`src/rtl/mul_hilo_sequencer_if.sv`:
```
// Bus bundle between the multiply sequencer, its requester, the Booth
// multiplier operand/product lines and the HI/LO writeback port.
interface mul_hilo_sequencer_if;
   logic               start;
   logic signed [31:0] a_in;
   logic signed [31:0] b_in;
   logic signed [31:0] mul_mcnd;
   logic signed [31:0] mul_mplr;
   logic signed [63:0] mul_y;
   logic               busy;
   logic [31:0]        wb_data;
   logic               lo_wr;
   logic               hi_wr;
   logic               done;
   logic [31:0]        zhi;
   logic [31:0]        zlo;

   modport slave (
      input  start, a_in, b_in, mul_y,
      output mul_mcnd, mul_mplr, busy, wb_data, lo_wr, hi_wr, done, zhi, zlo
   );

   modport master (
      output start, a_in, b_in, mul_y,
      input  mul_mcnd, mul_mplr, busy, wb_data, lo_wr, hi_wr, done, zhi, zlo
   );
endinterface

```
`src/rtl/mul_hilo_sequencer.sv`:
```
// Sequences one multiply through the external Booth multiplier: holds the
// operands, waits out its latency, captures ZHI/ZLO and writes LO then HI.
module mul_hilo_sequencer #(
   parameter int MUL_LATENCY = 1
) (
   input  logic                   clk,
   input  logic                   reset,
   mul_hilo_sequencer_if.slave    bus
);

   localparam logic [3:0] CNT_INIT = 4'(MUL_LATENCY);

   typedef enum logic [1:0] {
      S_IDLE  = 2'd0,
      S_WAIT  = 2'd1,
      S_WB_LO = 2'd2,
      S_WB_HI = 2'd3
   } state_t;

   state_t             state_q, state_d;
   logic [3:0]         cnt_q, cnt_d;
   logic signed [31:0] mcnd_q, mcnd_d;
   logic signed [31:0] mplr_q, mplr_d;
   logic [31:0]        zhi_q, zhi_d;
   logic [31:0]        zlo_q, zlo_d;
   logic               busy_q, busy_d;
   logic               lo_wr_q, lo_wr_d;
   logic               hi_wr_q, hi_wr_d;
   logic               done_q, done_d;
   logic [31:0]        wb_data_q, wb_data_d;

   always_comb begin
      state_d = state_q;
      cnt_d   = cnt_q;
      mcnd_d  = mcnd_q;
      mplr_d  = mplr_q;
      zhi_d   = zhi_q;
      zlo_d   = zlo_q;
      case (state_q)
         S_IDLE: begin
            if (bus.start) begin
               mcnd_d  = bus.a_in;
               mplr_d  = bus.b_in;
               cnt_d   = CNT_INIT;
               state_d = S_WAIT;
            end
         end
         S_WAIT: begin
            // One extra cycle at cnt==0 covers the multiplier's output register.
            if (cnt_q != 4'd0) begin
               cnt_d = cnt_q - 4'd1;
            end else begin
               zhi_d   = bus.mul_y[63:32];
               zlo_d   = bus.mul_y[31:0];
               state_d = S_WB_LO;
            end
         end
         S_WB_LO: state_d = S_WB_HI;
         S_WB_HI: state_d = S_IDLE;
         default: state_d = S_IDLE;
      endcase

      // Outputs are registered decodes of the next state.
      busy_d    = (state_d != S_IDLE);
      lo_wr_d   = (state_d == S_WB_LO);
      hi_wr_d   = (state_d == S_WB_HI);
      done_d    = hi_wr_d;
      wb_data_d = lo_wr_d ? zlo_d : (hi_wr_d ? zhi_d : 32'd0);
   end

   always_ff @(posedge clk or posedge reset) begin
      if (reset) begin
         state_q   <= S_IDLE;
         cnt_q     <= 4'd0;
         mcnd_q    <= '0;
         mplr_q    <= '0;
         zhi_q     <= '0;
         zlo_q     <= '0;
         busy_q    <= 1'b0;
         lo_wr_q   <= 1'b0;
         hi_wr_q   <= 1'b0;
         done_q    <= 1'b0;
         wb_data_q <= '0;
      end else begin
         state_q   <= state_d;
         cnt_q     <= cnt_d;
         mcnd_q    <= mcnd_d;
         mplr_q    <= mplr_d;
         zhi_q     <= zhi_d;
         zlo_q     <= zlo_d;
         busy_q    <= busy_d;
         lo_wr_q   <= lo_wr_d;
         hi_wr_q   <= hi_wr_d;
         done_q    <= done_d;
         wb_data_q <= wb_data_d;
      end
   end

   assign bus.mul_mcnd = mcnd_q;
   assign bus.mul_mplr = mplr_q;
   assign bus.zhi      = zhi_q;
   assign bus.zlo      = zlo_q;
   assign bus.busy     = busy_q;
   assign bus.lo_wr    = lo_wr_q;
   assign bus.hi_wr    = hi_wr_q;
   assign bus.done     = done_q;
   assign bus.wb_data  = wb_data_q;

endmodule

```
`src/flat_wrapper.sv`:
```
// flat-port wrapper written by rule: the top's interface ports become plain ports
module mul_hilo_sequencer_flat 
#(
   parameter int MUL_LATENCY = 1
)
  (clk, reset, bus_start, bus_a_in, bus_b_in, bus_mul_y, bus_mul_mcnd, bus_mul_mplr, bus_busy, bus_wb_data, bus_lo_wr, bus_hi_wr, bus_done, bus_zhi, bus_zlo);
  mul_hilo_sequencer_if bus_i ();
  input  logic clk;
  input  logic reset;
  input wire logic [$bits(bus_i.start)-1:0] bus_start;
  input wire logic [$bits(bus_i.a_in)-1:0] bus_a_in;
  input wire logic [$bits(bus_i.b_in)-1:0] bus_b_in;
  input wire logic [$bits(bus_i.mul_y)-1:0] bus_mul_y;
  output wire logic [$bits(bus_i.mul_mcnd)-1:0] bus_mul_mcnd;
  output wire logic [$bits(bus_i.mul_mplr)-1:0] bus_mul_mplr;
  output wire logic [$bits(bus_i.busy)-1:0] bus_busy;
  output wire logic [$bits(bus_i.wb_data)-1:0] bus_wb_data;
  output wire logic [$bits(bus_i.lo_wr)-1:0] bus_lo_wr;
  output wire logic [$bits(bus_i.hi_wr)-1:0] bus_hi_wr;
  output wire logic [$bits(bus_i.done)-1:0] bus_done;
  output wire logic [$bits(bus_i.zhi)-1:0] bus_zhi;
  output wire logic [$bits(bus_i.zlo)-1:0] bus_zlo;
  assign bus_i.start = bus_start;
  assign bus_i.a_in = bus_a_in;
  assign bus_i.b_in = bus_b_in;
  assign bus_i.mul_y = bus_mul_y;
  assign bus_mul_mcnd = bus_i.mul_mcnd;
  assign bus_mul_mplr = bus_i.mul_mplr;
  assign bus_busy = bus_i.busy;
  assign bus_wb_data = bus_i.wb_data;
  assign bus_lo_wr = bus_i.lo_wr;
  assign bus_hi_wr = bus_i.hi_wr;
  assign bus_done = bus_i.done;
  assign bus_zhi = bus_i.zhi;
  assign bus_zlo = bus_i.zlo;
  mul_hilo_sequencer #(.MUL_LATENCY(MUL_LATENCY)) u_core (.clk(clk), .reset(reset), .bus(bus_i));
endmodule
```
`config.mk`:
```
export PLATFORM = sky130hd
export DESIGN_NAME = mul_hilo_sequencer_flat
export DESIGN_NICKNAME = d
export VERILOG_FILES = /design/src/rtl/mul_hilo_sequencer_if.sv /design/src/rtl/mul_hilo_sequencer.sv /design/src/flat_wrapper.sv
export SDC_FILE = /design/constraint.sdc
export NUM_CORES = 1
export LEC_CHECK = 0
export CORE_UTILIZATION = 40
export CTS_CLUSTER_SIZE = 12
export DETAILED_ROUTE_END_ITERATION = 10
export GPL_TIMING_DRIVEN = 1
export PLACE_DENSITY = 0.79
export SETUP_SLACK_MARGIN = 0.2
export SLEW_MARGIN = 20
export SYNTH_ARGS = -nofsm -noshare
export SYNTH_HDL_FRONTEND = slang
export SYNTH_SLANG_ARGS = --single-unit
```
`constraint.sdc`:
```
create_clock -name clk -period 13.8 [get_ports clk]
set_clock_uncertainty 0.15 [all_clocks]
set_input_delay 2.76 -clock clk [delete_from_list [all_inputs] [get_ports clk]]
set_output_delay 2.76 -clock clk [all_outputs]
set_load 0.01 [all_outputs]
```
==> results of run 1 <==
==> cell families (layout without fill, tap and decap cells) <==
family                   Yosys count  count (layout)
AO/OA/AOI/OAI                     41              41
adder cells (fa/ha/maj)            2               2
buffers and inverters             28             332
flip-flops                       169             169
multiplexers                     129             129
AND/OR/NAND/NOR                   17              17
==> cell usage after synthesis, drive strengths merged <==
cell type  count
nor2           1
o31ai          1
inv            5
o21bai         1
nand2b         1
dfrtp        169
o21ai          2
ha             2
nor2b          4
buf           23
mux2i          1
mux2         128
nor3b          2
nand3          2
nand2          3
a21oi          2
a22o          32
a22oi          1
nor3           3
o311ai         1
or2            1
o31a           1
==> per-stage QoR <==
| step | utilization [%] | power [mW] |
|---|---|---|
| after floorplan | - | 1.39 |
| after global placement | 60.4 | 1.92 |
| after detailed placement | 60.4 | 1.95 |
| after CTS | 63.8 | 2.42 |
| after global routing | 63.8 | 2.52 |
| final | 63.8 | 2.39 |
==> power by group through the flow <==
stage / combinational [mW] / sequential (mW) / clock [mW]
final: 1.07 / 0.868 / 0.449
after global routing: 1.14 / 0.899 / 0.481
after CTS: 1.09 / 0.871 / 0.460
after detailed placement: 1.08 / 0.873 / 0
after global placement: 1.05 / 0.865 / 0
after floorplan: 0.433 / 0.954 / 0
==> registers in the layout (all words and copies together), names as in the netlist <==
signal	cells
u_core.bus.busy	1
u_core.cnt_q	4
u_core.bus.lo_wr	1
u_core.state_q	2
u_core.bus.hi_wr	1
u_core.bus.zlo	32
u_core.bus.wb_data	32
u_core.bus.zhi	32
u_core.bus.mul_mcnd	32
u_core.bus.mul_mplr	32
==> area by class of cell <==
cell class	instances	area, um^2	area share [%]
multi-input cells	189	2120	20.8
clock buffers	20	447	4.39
flip-flops and latches	169	4230	41.6
inverters	5	23.8	0.234
well taps	216	270	2.66
repair buffers	299	2980	29.3
clock inverters	8	98.8	0.972
==> critical path: cells and delay by family <==
| family | cells | cell delay [ns] |
|---|---|---|
| buf+inv | 3 | 1.89 |
==> cells in the final DEF, fill, tap and decap left out, types with 2 or more instances in the layout <==
cell and instances:
ha_1 2, nor3_1 3, a21oi_1 2, bufinv_16 2, clkdlybuf4s50_1 294, buf_4 5, inv_6 2, o21ai_0 2
a22o_1 32, nor2b_1 3, clkbuf_16 17, nand2_1 3, mux2_4 49, mux2_2 79, clkinv_2 3, dfrtp_1 169
clkinvlp_4 2, clkbuf_1 2, inv_1 4
==> metal layers <==
metal	up-vias	track usage [%]	part of all wire, %
li1	1964	-	-
met1	2156	21.6	38
met2	212	32.8	49
met3	33	8.16	10
met4	0	8.82	2.9
met5	-	0	0
==> worst max path at each step <==
| stage | startpoint | to | slack, ns | cells past startpoint |
|---|---|---|---|---|
| after floorplan | reset | u_core.bus.busy$_DFF_PP0_ | 6.31 | 1 |
| after detailed placement | reset | u_core.bus.mul_mcnd[15]$_DFFE_PP0P_ | 8.71 | 3 |
| after global placement | reset | u_core.bus.mul_mcnd[19]$_DFFE_PP0P_ | 8.79 | 3 |
| after CTS | reset | u_core.bus.mul_mcnd[24]$_DFFE_PP0P_ | 9.18 | 3 |
| after global routing | reset | u_core.bus.mul_mcnd[24]$_DFFE_PP0P_ | 8.91 | 3 |
| final | reset | u_core.bus.mul_mcnd[18]$_DFFE_PP0P_ | 9.26 | 3 |
==> flow_metrics.tcl, run 1 <==
set metrics [dict create \
    status "finished clean" \
    layout-drive-gt1-share_pct 23.8 \
    placed_area_mm2 0.00962 \
    core_mm2 0.0159 \
    period_share_pct 32.9 \
    yosys.area_share.simple_pct 1.49 \
    power.share.sequential_pct 36.3 \
    dp_cells 878 \
    leakage_nw 4.45 \
    path_class "input port to async pin" \
    p_sw_uw 712 \
    grt_pass1_wl_um 24800 \
    postCtsResizedCells 0 \
    postSynthAreaPerCell_um2 17.0 \
    path_clk_slew_ns 0.06 \
    fin_setup_tns_ns 0 \
    cts_setup_buffers 0 \
    ant_nets 0 \
    yosys_warnings 0 \
    hold_ws_ns 0.353 \
    first_pass_iters 4 \
    min_path_cells 1 \
    crit_slowest_cell "buf_4" \
    drt-wirelength-per-cell_um 17.9 \
    via_count 4365 \
    diodes 0 \
    crit_chain "clkdlybuf4s50_1, inv_6, buf_4" \
    fmax_ghz 0.220 \
    synth-xor-area-share_pct 0 \
    nFillCells 1141 \
    synthMuxAreaShare_pct 25.0 \
    yosys.area_share.adder_pct 0.382 \
    hold_path_class "register to register" \
    gp_congestion 0.792 \
    dpl.hpwl_um 11400 \
    synth_cell_type_count 26 \
    synth_nets 519 \
    layout.nets 814 \
    clk-insertion-delay-late_ns 0.41 \
    htree_num_levels 4 \
    min_period_ns 4.54 \
    cap_violations 0 \
    setup_viol 0 \
    ctsHoldBuffers 0 \
    wl_um 16200 \
    dr.first_iter.drc_count 96 \
    ys_ff_latch 169 \
    critPathMaxStageDelay_ns 0.86 \
    worstHoldStart "u_core.bus.zlo[3]$_DFF_PP0_" \
    die_w_um 130 \
    hold_path_end "u_core.bus.zlo[3]$_DFF_PP0_" \
    yosysTopAreaCell "dfrtp_1" \
    synth_area_mm2 0.00654 \
    cp_max_fo 91 \
    grt_start_max_net_pins 92 \
    maxSlewHeadroom_pct 33.6 \
    finalNonFillerCells 906 \
    grt_util_all_layers_pct 19.5 \
    powerDensity_mw_per_mm2 235 \
    stdcell_area_mm2 0.0102 \
    cts_tree "done" \
    combPwrFrac_pct 44.9 \
    fp.dieArea_mm2 0.0169 \
    cts.sinks 169 \
    hold_viol 0 \
    r2r_slack_ns 11.07 \
    ios 295 \
    die_h_um 130 \
    clk_path_buf_depth 2 \
    synthCells 386 \
    synth.area.top_cells "dfrtp_1 (65%), mux2_2 (14%), mux2_4 (11%)" \
    fin_ws_ns 9.26 \
    start_util_pct 41.0 \
    antenna_found_initial 0 \
    syn2layout_area_growth_pct 55.4 \
    switching_share_pct 29.8 \
    gr-total-overflow 0 \
    synth_top_family_by_area "multiplexers" \
    ys_seq_area_share_pct 64.6 \
    num_rows 46 \
    required_ns 14.05 \
    cts_made_buffers 17 \
    ir_worst_vdd_mv 0.0963 \
    critPathCaptureType "async pin" \
    grt_pass1_vias 4754 \
    p_clk_share_pct 18.8 \
    drc 0 \
    rsz0062_at_grt "no" \
    rr_worst_depth 6 \
    io_buffers 294 \
    worstMarginPinSlew_ns 0.994 \
    synth_top_cell_area_share_pct 64.6 \
    viasPerCell 4.82 \
    cp-start-kind "input port" \
    regToRegStartpoint "u_core.cnt_q[0]$_DFFE_PP0P_" \
    arrival_ns 4.79 \
    slew_violations 0 \
    r2r-end "u_core.bus.zhi[27]$_DFF_PP0_" \
    preCtsSetupSlack_ns 8.71 \
    p_int_mw 1.68 \
    root_buffer "clkbuf_16" \
    synth_compound_area_share_pct 5.20 \
]
No activity file was read; power rests on OpenSTA's default activity.
==> inputs of run 2 (changes only) <==
--- a/config.mk
+++ b/config.mk
@@ -5,7 +5,7 @@
 export SDC_FILE = /design/constraint.sdc
 export NUM_CORES = 1
 export LEC_CHECK = 0
-export CORE_UTILIZATION = 40
+export CORE_UTILIZATION = 38
 export CTS_CLUSTER_SIZE = 12
 export DETAILED_ROUTE_END_ITERATION = 10
 export GPL_TIMING_DRIVEN = 1
==> constraint.sdc (replaced) <==
create_clock -name clk -period 3.6 [get_ports clk]
set_clock_uncertainty 0.15 [all_clocks]
set_input_delay 0.72 -clock clk [delete_from_list [all_inputs] [get_ports clk]]
set_output_delay 0.72 -clock clk [all_outputs]
set_load 0.01 [all_outputs]
==> run 2 against run 1 <==
Cell count increased by 0.77%. Sequential cell count stayed put. Largest power group unchanged. Core utilization shrank 2.0 points. Sequential share of layout area shrank 0.61 points. Register-to-register slack worse by 10 ns. First-iteration DRC count increased by 54%. Non-clock buffer count shrank 1. Die area increased by 5.2%. Clock power rose to 4.5 times the previous value. Worst setup slack got worse by 8.3 ns. Wire length increased by 3.2%. Critical path depth up 3.
==> flow_metrics.tcl, run 2 (synthesis gave the netlist of run 1 again) <==
set metrics [dict create \
    io_buffers 294 \
    ios 295 \
    syn2layout_area_growth_pct 57.7 \
    ant_nets 0 \
    rsz0062_at_grt "no" \
    worstMarginPinSlew_ns 1.01 \
    powerDensity_mw_per_mm2 923 \
    layout-drive-gt1-share_pct 24.2 \
    num_rows 47 \
    fp.dieArea_mm2 0.0177 \
    gr-max-usage-layer "met2" \
    cp-start-kind "register" \
    via_count 4335 \
    hold_ws_ns 0.353 \
    crit_slowest_cell "buf_4" \
    ir_worst_vdd_mv 0.493 \
    combPwrFrac_pct 43.6 \
    clk-insertion-delay-late_ns 0.42 \
    switching_share_pct 29.8 \
    critPathCaptureType "register" \
    root_buffer "clkbuf_16" \
    final_common_cell "clkdlybuf4s50_1" \
    cts_setup_buffers 0 \
    period_share_pct 73.1 \
    drc 0 \
    path_class "register to register" \
    cp_num_buf_inv 2 \
    start_util_pct 39.2 \
    path_clk_slew_ns 0.06 \
    dr.first_iter.drc_count 148 \
    finalNonFillerCells 913 \
    viasPerCell 4.75 \
    first_pass_iters 4 \
    clk_path_buf_depth 2 \
    hold_viol 0 \
    p_int_mw 6.68 \
    gp_congestion 0.767 \
    met2_usage_pct 33.9 \
    setup_viol 0 \
    cts_tree "done" \
    postCtsResizedCells 0 \
    core_mm2 0.0167 \
    critPathMaxStageDelay_ns 0.73 \
    power.share.sequential_pct 35.0 \
    cts.sinks 169 \
    die_h_um 133 \
    drt-wirelength-per-cell_um 18.3 \
    leakage_nw 4.50 \
    min_period_ns 2.63 \
    ctsHoldBuffers 0 \
    stdcell_area_mm2 0.0103 \
    cp_max_fo 46 \
    grt_util_all_layers_pct 19.3 \
    p_clk_share_pct 21.4 \
    p_sw_mw 2.84 \
    htree_num_levels 4 \
    gr-total-overflow 0 \
    critical_path.top_delay_family "buffers and inverters" \
    die_w_um 133 \
    grtUsageMet1_pct 22.3 \
    nFillCells 1234 \
    cts_made_buffers 17 \
    grt_pass1_vias 4775 \
    antenna_found_initial 0 \
    wl_um 16700 \
    dp_cells 881 \
    arrival_ns 2.78 \
    grt_pass1_wl_um 26300 \
    layout_common_cells "clkdlybuf4s50_1 (294), dfrtp_1 (169), mux2_2 (79)" \
    dpl.hpwl_um 11600 \
    hold_path_class "register to register" \
    placed_area_mm2 0.00966 \
    crit_chain "inv_1, ha_1, nor2b_1, nand3_4, buf_4, mux2_2" \
    r2r_slack_ns 0.97 \
    fin_setup_tns_ns 0 \
    fmax_ghz 0.380 \
    grt_start_max_net_pins 169 \
    cap_violations 0 \
    slew_violations 0 \
    required_ns 3.75 \
    status "finished clean" \
    grt_use_met3_pct 6.66 \
    diodes 0 \
    maxSlewHeadroom_pct 32.7 \
    layout.nets 813 \
]
==> run 2: worst reg2reg max path, delay by kind of cell, from the launching register on <==
kind	cells	cell delay (ns)
buf+inv	2	0.85
simple gates	2	0.47
mux	1	0.43
flops	1	0.38
fa+ha+maj	1	0.23
==> run 2: stage by stage <==
step / utilization [%] / worst slack, ns / power [mW]
floorplan: - / 0.575 / 5.32
global placement: 57.8 / 1.05 / 7.37
detailed placement: 57.8 / 0.949 / 7.54
CTS: 61.8 / 0.956 / 9.63
global route: 61.8 / 0.856 / 9.99
finish: 61.8 / 0.967 / 9.52
==> run 2: cell type report <==
class | count | area, um^2 | share of cell area [%]
inverter | 5 | 22.5 | 0.218
timing repair buffer | 298 | 3010 | 29.2
clock buffer | 18 | 429 | 4.16
multi-input combinational | 189 | 2120 | 20.5
sequential | 169 | 4230 | 41.0
tap | 220 | 275 | 2.67
clock inverter | 14 | 234 | 2.27
==> run 2: power by group through the flow <==
stage	Combinational, mW	Clock, mW	Sequential (mW)
final	4.15	2.04	3.33
after global routing	4.39	2.16	3.43
after detailed placement	4.19	0	3.35
after floorplan	1.66	0	3.66
after CTS	4.20	2.09	3.34
after global placement	4.08	0	3.29
==> run 2: worst paths after layout <==
kind / startpoint / endpoint / cells past startpoint
setup / recovery: u_core.cnt_q[0]$_DFFE_PP0P_ / u_core.bus.zlo[1]$_DFF_PP0_ / 6
hold / removal: u_core.bus.mul_mplr[15]$_DFFE_PP0P_ / u_core.bus.mul_mplr[15]$_DFFE_PP0P_ / 1
setup reg to reg: u_core.cnt_q[0]$_DFFE_PP0P_ / u_core.bus.zlo[1]$_DFF_PP0_ / 6
hold reg to reg: u_core.bus.mul_mplr[15]$_DFFE_PP0P_ / u_core.bus.mul_mplr[15]$_DFFE_PP0P_ / 1
max in group asynchronous: reset / u_core.bus.mul_mcnd[8]$_DFFE_PP0P_ / 3
min in group asynchronous: reset / u_core.bus.wb_data[2]$_DFF_PP0_ / 2
==> run 2: layer usage <==
metal | routed length (um) | share of wire, %
met5 | 0 | 0
met4 | 255 | 1.5
met3 | 1290 | 7.7
met2 | 8510 | 51
met1 | 6660 | 40
==> inputs of run 3 (changes only) <==
==> constraint.sdc (replaced) <==
create_clock -name clk -period 2.3 [get_ports clk]
set_clock_uncertainty 0.15 [all_clocks]
set_input_delay 0.46 -clock clk [delete_from_list [all_inputs] [get_ports clk]]
set_output_delay 0.46 -clock clk [all_outputs]
set_load 0.01 [all_outputs]
==> run 3 against run 2 <==
Clock power up 58%. Via count up 2.5%. Sequential share of layout area down 0.77 points. Non-clock buffer count up 15. Register-to-register slack worse by 0.67 ns. Critical path type is now register to output pin. Sequential power up 57%. Worst setup slack worse by 0.69 ns. Wire length up 2.1%. Cell count up 1.6%. Sequential cell count unchanged. Largest power group unchanged.
==> flow_metrics.tcl, run 3 (synthesis gave the netlist of run 1 again) <==
set metrics [dict create \
    status "finished clean" \
    path_class "register to output pin" \
    num_rows 47 \
    setup_viol 0 \
    clk-insertion-delay-late_ns 0.42 \
    drt-wirelength-per-cell_um 18.4 \
    p_int_mw 10.5 \
    dpl.hpwl_um 12400 \
    diodes 0 \
    critPathCaptureType "output pin" \
    required_ns 1.69 \
    fin_setup_tns_ns 0 \
    layout.nets 828 \
    powerDensity_mw_per_mm2 1430 \
    p_clk_share_pct 21.5 \
    dr.first_iter.drc_count 90 \
    rsz0062_at_grt "no" \
    period_share_pct 88.1 \
    viasPerCell 4.79 \
    crit_chain "clkdlybuf4s50_1" \
    ir_worst_vdd_mv 0.668 \
    start_util_pct 39.2 \
    arrival_ns 1.42 \
    cp-start-kind "register" \
    io_buffers 294 \
    htree_num_levels 4 \
    syn2layout_area_growth_pct 60.7 \
    die_h_um 133 \
    ios 295 \
    path_clk_slew_ns 0.07 \
    wl_um 17100 \
    switching_share_pct 29.8 \
    cp_num_buf_inv 1 \
    p_sw_mw 4.47 \
    leakage_nw 4.61 \
    layout-drive-gt1-share_pct 26.0 \
    layout_common_cells "clkdlybuf4s50_1 (294), dfrtp_1 (169), mux2_2 (79)" \
    grt_pass1_wl_um 27100 \
    first_pass_iters 4 \
    r2r_slack_ns 0.30 \
    power.share.sequential_pct 34.8 \
    cts_made_buffers 17 \
    root_buffer "clkbuf_16" \
    slew_violations 0 \
    antenna_found_initial 0 \
    drc 0 \
    grt_pass1_vias 4996 \
    ctsHoldBuffers 0 \
    grt_util_all_layers_pct 20.0 \
    via_count 4444 \
    ant_nets 0 \
    critPathMaxStageDelay_ns 0.61 \
    cts_tree "done" \
    min_period_ns 2.03 \
    maxSlewHeadroom_pct 62.1 \
    fmax_ghz 0.494 \
    die_w_um 133 \
    hold_viol 0 \
    cts.sinks 169 \
    core_mm2 0.0167 \
    gr-total-overflow 0 \
    cap_violations 0 \
    crit_slowest_cell "clkdlybuf4s50_1" \
    fin_ws_ns 0.274 \
    final_common_cell "clkdlybuf4s50_1" \
    worstMarginPinSlew_ns 0.567 \
    critical_path.top_delay_family "buffers and inverters" \
    clk_path_buf_depth 2 \
    gp_congestion 0.783 \
    grt_start_max_net_pins 65 \
    cp_max_fo 3 \
    combPwrFrac_pct 43.8 \
    hold_path_class "input port to async pin" \
    preCtsSetupSlack_ns 0.0662 \
    postCtsResizedCells 0 \
    cts_setup_buffers 1 \
    fp.dieArea_mm2 0.0177 \
]
-- run 3: cell count changes in the layout (fill, tap and decap cells not counted) --
cell	delta
buf_12	+6
buf_4	+9
clkbuf_1	-1
clkbuf_8	+1
clkinvlp_4	-1
inv_6	+2
inv_8	-1
-- run 3: power by group through the flow --
stage | clock network, mW | logic [mW] | registers (mW)
floorplan | 0 | 2.60 | 5.72
CTS | 3.29 | 6.65 | 5.23
global route | 3.42 | 6.94 | 5.40
global placement | 0 | 6.44 | 5.16
finish | 3.23 | 6.57 | 5.22
detailed placement | 0 | 6.61 | 5.25
-- run 3: path summary, 6_finish.rpt --
kind	startpoint	to	depth (start not counted)
setup / recovery	u_core.bus.zhi[2]$_DFF_PP0_	bus_zhi[2]	1
hold / removal	reset	u_core.bus.zhi[12]$_DFF_PP0_	2
setup reg to reg	u_core.cnt_q[0]$_DFFE_PP0P_	u_core.bus.zhi[30]$_DFF_PP0_	6
hold reg to reg	u_core.bus.mul_mplr[15]$_DFFE_PP0P_	u_core.bus.mul_mplr[15]$_DFFE_PP0P_	1
max in group asynchronous	reset	u_core.bus.zhi[21]$_DFF_PP0_	3
min in group clk	u_core.bus.mul_mplr[15]$_DFFE_PP0P_	u_core.bus.mul_mplr[15]$_DFFE_PP0P_	1
-- run 3: area by class of cell --
cell class / instances / area, um^2
fillers: 1253 / 6190
clock buffers: 18 / 439
repair buffers: 313 / 3200
multi-input cells: 189 / 2120
flip-flops and latches: 169 / 4230
inverters: 5 / 22.5
clock inverters: 14 / 233
well taps: 220 / 275
-- run 3: per-layer routing --
metal / part of all wire, % / GRT usage, % / up-vias
li1: - / - / 1999
met1: 39 / 23.0 / 2215
met2: 51 / 34.6 / 206
met3: 7.8 / 6.51 / 24
met4: 2.3 / 7.51 / 0
met5: 0 / 0 / -
-- run 3: stage by stage --
stage | util, % | hold slack (ns) | cell area [um^2] | cells | total power, mW
finish | 63.0 | 0.299 | 10500 | 928 | 15.0
global route | 63.0 | 0.305 | 10500 | 928 | 15.8
CTS | 63.0 | 0.301 | 10500 | 928 | 15.2
detailed placement | 58.9 | 0.345 | 9840 | 895 | 11.9
global placement | 58.9 | 0.339 | 9840 | 895 | 11.6
floorplan | - | 0.340 | 6550 | 386 | 8.32
